`src/rtl/rgb_expand_pipe_pkg.sv`:
```
// Shared definitions for the RGB expansion pipeline: mode encoding, luma weights
// and the colour-bar palette rule.
package rgb_expand_pipe_pkg;

   localparam int unsigned MODE_W     = 2;
   localparam int unsigned BAR_IDX_W  = 3;
   localparam int unsigned LUMA_R     = 2;
   localparam int unsigned LUMA_G     = 5;
   localparam int unsigned LUMA_B     = 1;
   localparam int unsigned LUMA_SHIFT = 3;
   localparam int unsigned LUMA_GROW  = 3;

   typedef enum logic [MODE_W-1:0] {
      MODE_PASS  = 2'd0,
      MODE_GRAY  = 2'd1,
      MODE_BARS  = 2'd2,
      MODE_BLACK = 2'd3
   } mode_e;

   localparam logic [BAR_IDX_W-1:0] BAR_IDX_LAST = 3'd7;

   typedef struct packed {
      logic r;
      logic g;
      logic b;
   } bar_rgb_t;

   // Palette order: white, yellow, cyan, green, magenta, red, blue, black.
   function automatic bar_rgb_t bar_colour(input logic [BAR_IDX_W-1:0] idx);
      bar_rgb_t c;
      c.r = ~idx[1];
      c.g = ~idx[2];
      c.b = ~idx[0];
      return c;
   endfunction

endpackage

```
`src/rtl/rgb_chan_expand.sv`:
```
// Combinational per-channel width expansion by MSB-first bit replication,
// truncated to OUT_BITS.
module rgb_chan_expand #(
   parameter int unsigned IN_BITS  = 4,
   parameter int unsigned OUT_BITS = 8
) (
   input  logic [IN_BITS-1:0]  din,
   output logic [OUT_BITS-1:0] dout_c
);

   for (genvar k = 0; k < OUT_BITS; k++) begin : g_bit
      assign dout_c[OUT_BITS-1-k] = din[IN_BITS-1-(k % IN_BITS)];
   end

endmodule

```
`src/rtl/rgb_expand_pipe.sv`:
```
// Two-stage RGB expansion pipeline with frame-synchronous mode select
// (pass/gray/bars/black). Define RGB_BAR_SCROLL_EN to scroll the bars one per frame.
module rgb_expand_pipe
   import rgb_expand_pipe_pkg::*;
#(
   parameter int unsigned IN_BITS   = 4,
   parameter int unsigned OUT_BITS  = 8,
   parameter int unsigned BAR_W     = 80,
   parameter logic        SYNC_IDLE = 1'b1
) (
   input  logic                  clk,
   input  logic                  rst,
   input  logic [3*IN_BITS-1:0]  din_i,
   input  logic                  nblank_i,
   input  logic                  hs_i,
   input  logic                  vs_i,
   input  logic [MODE_W-1:0]     mode_i,
   output logic [OUT_BITS-1:0]   r_o,
   output logic [OUT_BITS-1:0]   g_o,
   output logic [OUT_BITS-1:0]   b_o,
   output logic                  nblank_o,
   output logic                  hs_o,
   output logic                  vs_o,
   output logic [MODE_W-1:0]     mode_o
);

   localparam int unsigned PX_W = (BAR_W > 1) ? $clog2(BAR_W) : 1;
   localparam int unsigned Y_W  = OUT_BITS + LUMA_GROW;

   logic [OUT_BITS-1:0]  r_exp, g_exp, b_exp;
   logic                 vs_prev;
   logic                 vs_edge;
   mode_e                mode_q;
   logic [PX_W-1:0]      px_cnt;
   logic [BAR_IDX_W-1:0] bar_idx;
   logic [BAR_IDX_W-1:0] bar_sel;

   logic [OUT_BITS-1:0]  r1, g1, b1;
   bar_rgb_t             bar1;
   logic                 nb1, hs1, vs1;

   logic [Y_W-1:0]       y_sum;
   logic [OUT_BITS-1:0]  y_val;
   logic [OUT_BITS-1:0]  r_nx, g_nx, b_nx;

   rgb_chan_expand #(.IN_BITS(IN_BITS), .OUT_BITS(OUT_BITS)) u_exp_r (
      .din    (din_i[3*IN_BITS-1 -: IN_BITS]),
      .dout_c (r_exp)
   );

   rgb_chan_expand #(.IN_BITS(IN_BITS), .OUT_BITS(OUT_BITS)) u_exp_g (
      .din    (din_i[2*IN_BITS-1 -: IN_BITS]),
      .dout_c (g_exp)
   );

   rgb_chan_expand #(.IN_BITS(IN_BITS), .OUT_BITS(OUT_BITS)) u_exp_b (
      .din    (din_i[IN_BITS-1:0]),
      .dout_c (b_exp)
   );

   assign vs_edge = (vs_i != SYNC_IDLE) && (vs_prev == SYNC_IDLE);

   // Mode only changes on the vsync assertion edge so a frame never tears.
   always_ff @(posedge clk) begin
      if (rst) begin
         vs_prev <= SYNC_IDLE;
         mode_q  <= MODE_PASS;
      end else begin
         vs_prev <= vs_i;
         if (vs_edge) begin
            mode_q <= mode_e'(mode_i);
         end
      end
   end

   assign mode_o = mode_q;

   // Column position within the active line; bar index saturates on the last bar.
   always_ff @(posedge clk) begin
      if (rst || !nblank_i) begin
         px_cnt  <= '0;
         bar_idx <= '0;
      end else if (px_cnt == PX_W'(BAR_W - 1)) begin
         px_cnt <= '0;
         if (bar_idx != BAR_IDX_LAST) begin
            bar_idx <= bar_idx + BAR_IDX_W'(1);
         end
      end else begin
         px_cnt <= px_cnt + PX_W'(1);
      end
   end

`ifdef RGB_BAR_SCROLL_EN
   logic [BAR_IDX_W-1:0] frame_cnt;

   always_ff @(posedge clk) begin
      if (rst) begin
         frame_cnt <= '0;
      end else if (vs_edge) begin
         frame_cnt <= frame_cnt + BAR_IDX_W'(1);
      end
   end

   assign bar_sel = bar_idx + frame_cnt;
`else
   assign bar_sel = bar_idx;
`endif

   // Stage 1: expanded channels, bar colour and delayed syncs.
   always_ff @(posedge clk) begin
      if (rst) begin
         r1   <= '0;
         g1   <= '0;
         b1   <= '0;
         bar1 <= '0;
         nb1  <= 1'b0;
         hs1  <= SYNC_IDLE;
         vs1  <= SYNC_IDLE;
      end else begin
         r1   <= r_exp;
         g1   <= g_exp;
         b1   <= b_exp;
         bar1 <= bar_colour(bar_sel);
         nb1  <= nblank_i;
         hs1  <= hs_i;
         vs1  <= vs_i;
      end
   end

   // Stage 2 select: mode mux followed by the blank gate.
   always_comb begin
      y_sum = Y_W'(LUMA_R) * Y_W'(r1)
            + Y_W'(LUMA_G) * Y_W'(g1)
            + Y_W'(LUMA_B) * Y_W'(b1);
      y_val = OUT_BITS'(y_sum >> LUMA_SHIFT);
      r_nx  = '0;
      g_nx  = '0;
      b_nx  = '0;
      case (mode_q)
         MODE_PASS: begin
            r_nx = r1;
            g_nx = g1;
            b_nx = b1;
         end
         MODE_GRAY: begin
            r_nx = y_val;
            g_nx = y_val;
            b_nx = y_val;
         end
         MODE_BARS: begin
            r_nx = {OUT_BITS{bar1.r}};
            g_nx = {OUT_BITS{bar1.g}};
            b_nx = {OUT_BITS{bar1.b}};
         end
         MODE_BLACK: begin
            r_nx = '0;
            g_nx = '0;
            b_nx = '0;
         end
      endcase
      if (!nb1) begin
         r_nx = '0;
         g_nx = '0;
         b_nx = '0;
      end
   end

   // Stage 2 output registers.
   always_ff @(posedge clk) begin
      if (rst) begin
         r_o      <= '0;
         g_o      <= '0;
         b_o      <= '0;
         nblank_o <= 1'b0;
         hs_o     <= SYNC_IDLE;
         vs_o     <= SYNC_IDLE;
      end else begin
         r_o      <= r_nx;
         g_o      <= g_nx;
         b_o      <= b_nx;
         nblank_o <= nb1;
         hs_o     <= hs1;
         vs_o     <= vs1;
      end
   end

endmodule

```
`config.mk`:
```
export PLATFORM = sky130hd
export DESIGN_NAME = rgb_expand_pipe
export DESIGN_NICKNAME = d
export VERILOG_FILES = /design/src/rtl/rgb_expand_pipe_pkg.sv /design/src/rtl/rgb_chan_expand.sv /design/src/rtl/rgb_expand_pipe.sv
export SDC_FILE = /design/constraint.sdc
export NUM_CORES = 1
export LEC_CHECK = 0
export ABC_AREA = 1
export CORE_MARGIN = 2
export CORE_UTILIZATION = 45
export CTS_CLUSTER_DIAMETER = 100
export DETAILED_ROUTE_END_ITERATION = 8
export PLACE_DENSITY_LB_ADDON = 0.1
export REMOVE_ABC_BUFFERS = 1
export SLEW_MARGIN = 20
export SYNTH_ARGS = -nofsm -noshare
export SYNTH_HDL_FRONTEND = slang
export SYNTH_HIERARCHICAL = 1
export SYNTH_SLANG_ARGS = --single-unit
```
`constraint.sdc`:
```
create_clock -name clk -period 7.6 [get_ports clk]
set_clock_uncertainty 0.15 [all_clocks]
set_input_delay 1.52 -clock clk [delete_from_list [all_inputs] [get_ports clk]]
set_output_delay 1.52 -clock clk [all_outputs]
set_load 0.02 [all_outputs]
```
==> results.yml <==
synth:
  ys_async_sr_fraction: 0
  ys_seq_area_frac: 0.419
  synth_area_leader_cell: "dfxtp_1"
  ys_top_cells_by_area: "dfxtp_1 (42%), inv_1 (8.9%), ha_1 (8.0%)"
  synth_edf_count: 0
  synthFlopType: "dfxtp_1"
  netlist_instances: 400
  avgSynthCellArea_um2: 8.24
  yosysMostFrequentCell: "inv_1"
  ys_seq_elements: 69
  synth_top_area_frac: 0.419
  yosys-top-cells-count: "inv_1 (78), dfxtp_1 (69), nand2_1 (56), nor2_1 (49), buf_4 (24)"
  syn_area_um2: 3300
  yosys_warnings: 6
  synth_cell_type_count: 28
min_path:
  hold_depth: 1
  hold_end: "hs_o"
  min_from: "hs1"
  min_path_type: "flop to flop"
cts:
  cts-root-buf: "clkbuf_8"
  clockBufferDepth: 2
  postCtsResizedCells: 0
  numClockSinks: 69
  cts_buffers: 9
  worstSkewPairLatency_ps: 330
  cts_hold_buffers: 0
  cts_tree: "built"
  cts-htree-levels: 3
  postCtsSetupBuffers: 0
  clkTransAtPathRegs_ps: 70
global_route:
  grt_pass1_vias: 2322
  grt_pass1_wl_um: 10700
  antenna_found_initial: 0
  grt_use_total: 0.180
  grt_max_degree: 32
  overflow: 0
worst_setup_path:
  arrival_ps: 3380
  cp_data_required_time_ps: 7660
  r2r_end: "r_o[5]"
  worstPathMaxFanout: 31
  cp_common_cell: "inv_1"
  reg2reg_slack_ps: 4310
  crit_chain: "clkdlybuf4s50_1 -> buf_4 -> inv_1 -> nand2_1 -> inv_1 -> o21ai_0 -> a21oi_1"
  cp_slowest_stage_delay_ps: 450
  ff2ff_path_depth: 12
  cp_slowest_cell: "clkdlybuf4s50_1"
  worstSetupPathType: "input pin to flop"
  r2r_start: "g1[1]"
  endpoint_kind: "flop"
  crit_path_start_kind: "input pin"
final_layout:
  drive_gt1_frac: 0.0647
  design_area_um2: 3930
  area_growth_pct: 19.3
  antenna_cells: 0
  fin_nets: 481
route:
  drt-initial-drc-count: 111
  totalWireLength_um: 6500
  via_per_inst: 4.54
  drc_errors: 0
  postRouteAntennaNets: 0
  vias: 2415
  wl_per_cell_um: 12.2
  dr.pass1.iters: 4
floorplan:
  core_area_um2: 7180
  num_rows: 31
  die_area_um2: 8030
  ios: 48
  start_util: 0.459
  fp.dieH_um: 89.6
  die_w_um: 89.6
sta:
  fmax_mhz: 302
  setup_tns_ps: 0
  fin_crit_sh: 0.436
  finalSetupViolCount: 0
  relSlewSlack: 0.654
  worst_pin_slew_ps: 518
  hold_violations: 0
  rsz0062_at_grt: "false"
  slew_viol_final: 0
  min_period_ps: 3320
placed_design:
  place_hpwl_um: 4890
  io_buffers: 47
  placed_area_um2: 3680
  gp_congestion: 0.823
power_and_ir_drop:
  p_per_area_nw_per_um2: 232
  cellLeakagePower_uw: 0.00191
  peakVddDrop_uv: 97.8
flow_run:
  drv_cap: 0
run_status:
  status: "finished, final reports clean"
## logic make-up after synthesis
| group | count (synthesis) | synth area share |
|---|---|---|
| and+or+nand+nor | 140 | 0.188 |
| buffers and inverters | 110 | 0.156 |
| DFF | 69 | 0.419 |
| AOI/OAI and AO/OA | 45 | 0.0732 |
| adders and majority gates | 34 | 0.159 |
| xor gates and xnor gates | 2 | 0.00531 |
## worst max-delay path by stage
| stage | startpoint | end | cells after the start |
|---|---|---|---|
| final | rst | r_o[5] | 7 |
| after CTS | g1[1] | r_o[5] | 12 |
| after global routing | rst | b_o[4] | 7 |
| after global placement | rst | b_o[6] | 7 |
| after floorplan | g1[3] | b_o[3] | 11 |
| after detailed placement | rst | r_o[5] | 7 |
## cells in the final DEF (no fill, tap or decap)
cell type	Yosys	final
nand3b_1	1	1
inv_1	78	78
nor3b_2	2	2
or2_1	1	1
nor2_2	1	1
a31oi_1	9	9
nor2_4	1	1
o21a_1	1	1
ha_1	21	21
nor2_1	49	49
clkbuf_1	3	1
clkdlybuf4s50_1	0	47
or2_2	4	4
a21oi_1	19	19
o21ai_0	14	14
xor2_1	2	2
nand3_1	21	21
dfxtp_1	69	69
clkinv_4	0	2
fa_1	13	13
nor3_1	1	1
nand2_2	2	2
nor4_4	1	1
clkbuf_8	0	10
o21ai_1	1	1
buf_4	24	2
o21bai_1	1	1
nand2_1	56	56
bufinv_16	0	3
## metrics by stage
stage                     utilization  cells  hold slack, ps  worst slack [ps]  power, uW
after global placement          0.514    516             259              4000        551
after global routing            0.548    532             294              4080        963
final                           0.548    532             268              4280        912
after CTS                       0.548    532             274              4290        920
after detailed placement        0.514    516             253              3940        553
after floorplan                     -    368             239              4660        499
## registers in the layout (all words and copies together) (netlist names)
signal and count:
b1 8, b_o 8, g1 8, g_o 8
r1 8, r_o 8, px_cnt 7, bar1 3
bar_idx 3, mode_o 2, hs1 1, hs_o 1
nb1 1, nblank_o 1, vs1 1, vs_o 1
## worst max-delay path: cells and delay by family
kind / cells / cell delay, ps
AO/OA/AOI/OAI: 2 / 220
AND/OR/NAND/NOR: 1 / 410
buffers and inverters: 4 / 1210
## power breakdown
| part | total (uW) | internal, uW | switching, uW |
|---|---|---|---|
| logic | 160 | 65.2 | 94.4 |
| clock network | 366 | 228 | 138 |
| registers | 386 | 376 | 9.59 |
| total | 912 | 670 | 242 |
## layout make-up
cell class / count / area [um2]
fillers: 658 / 3240
multi-input cells: 221 / 1400
flip-flops and latches: 69 / 1380
repair buffers: 49 / 485
inverters: 78 / 293
clock buffers: 11 / 141
well taps: 99 / 124
clock inverters: 5 / 108
## layer usage
metal / vias to the layer above / GRT usage / part of all wire
met5: - / 0 / 0
met4: 0 / 0.0814 / 0.016
met3: 8 / 0.0329 / 0.043
met2: 55 / 0.286 / 0.45
met1: 1091 / 0.240 / 0.49
li1: 1261 / - / -
No activity file was read; power rests on OpenSTA's default activity.
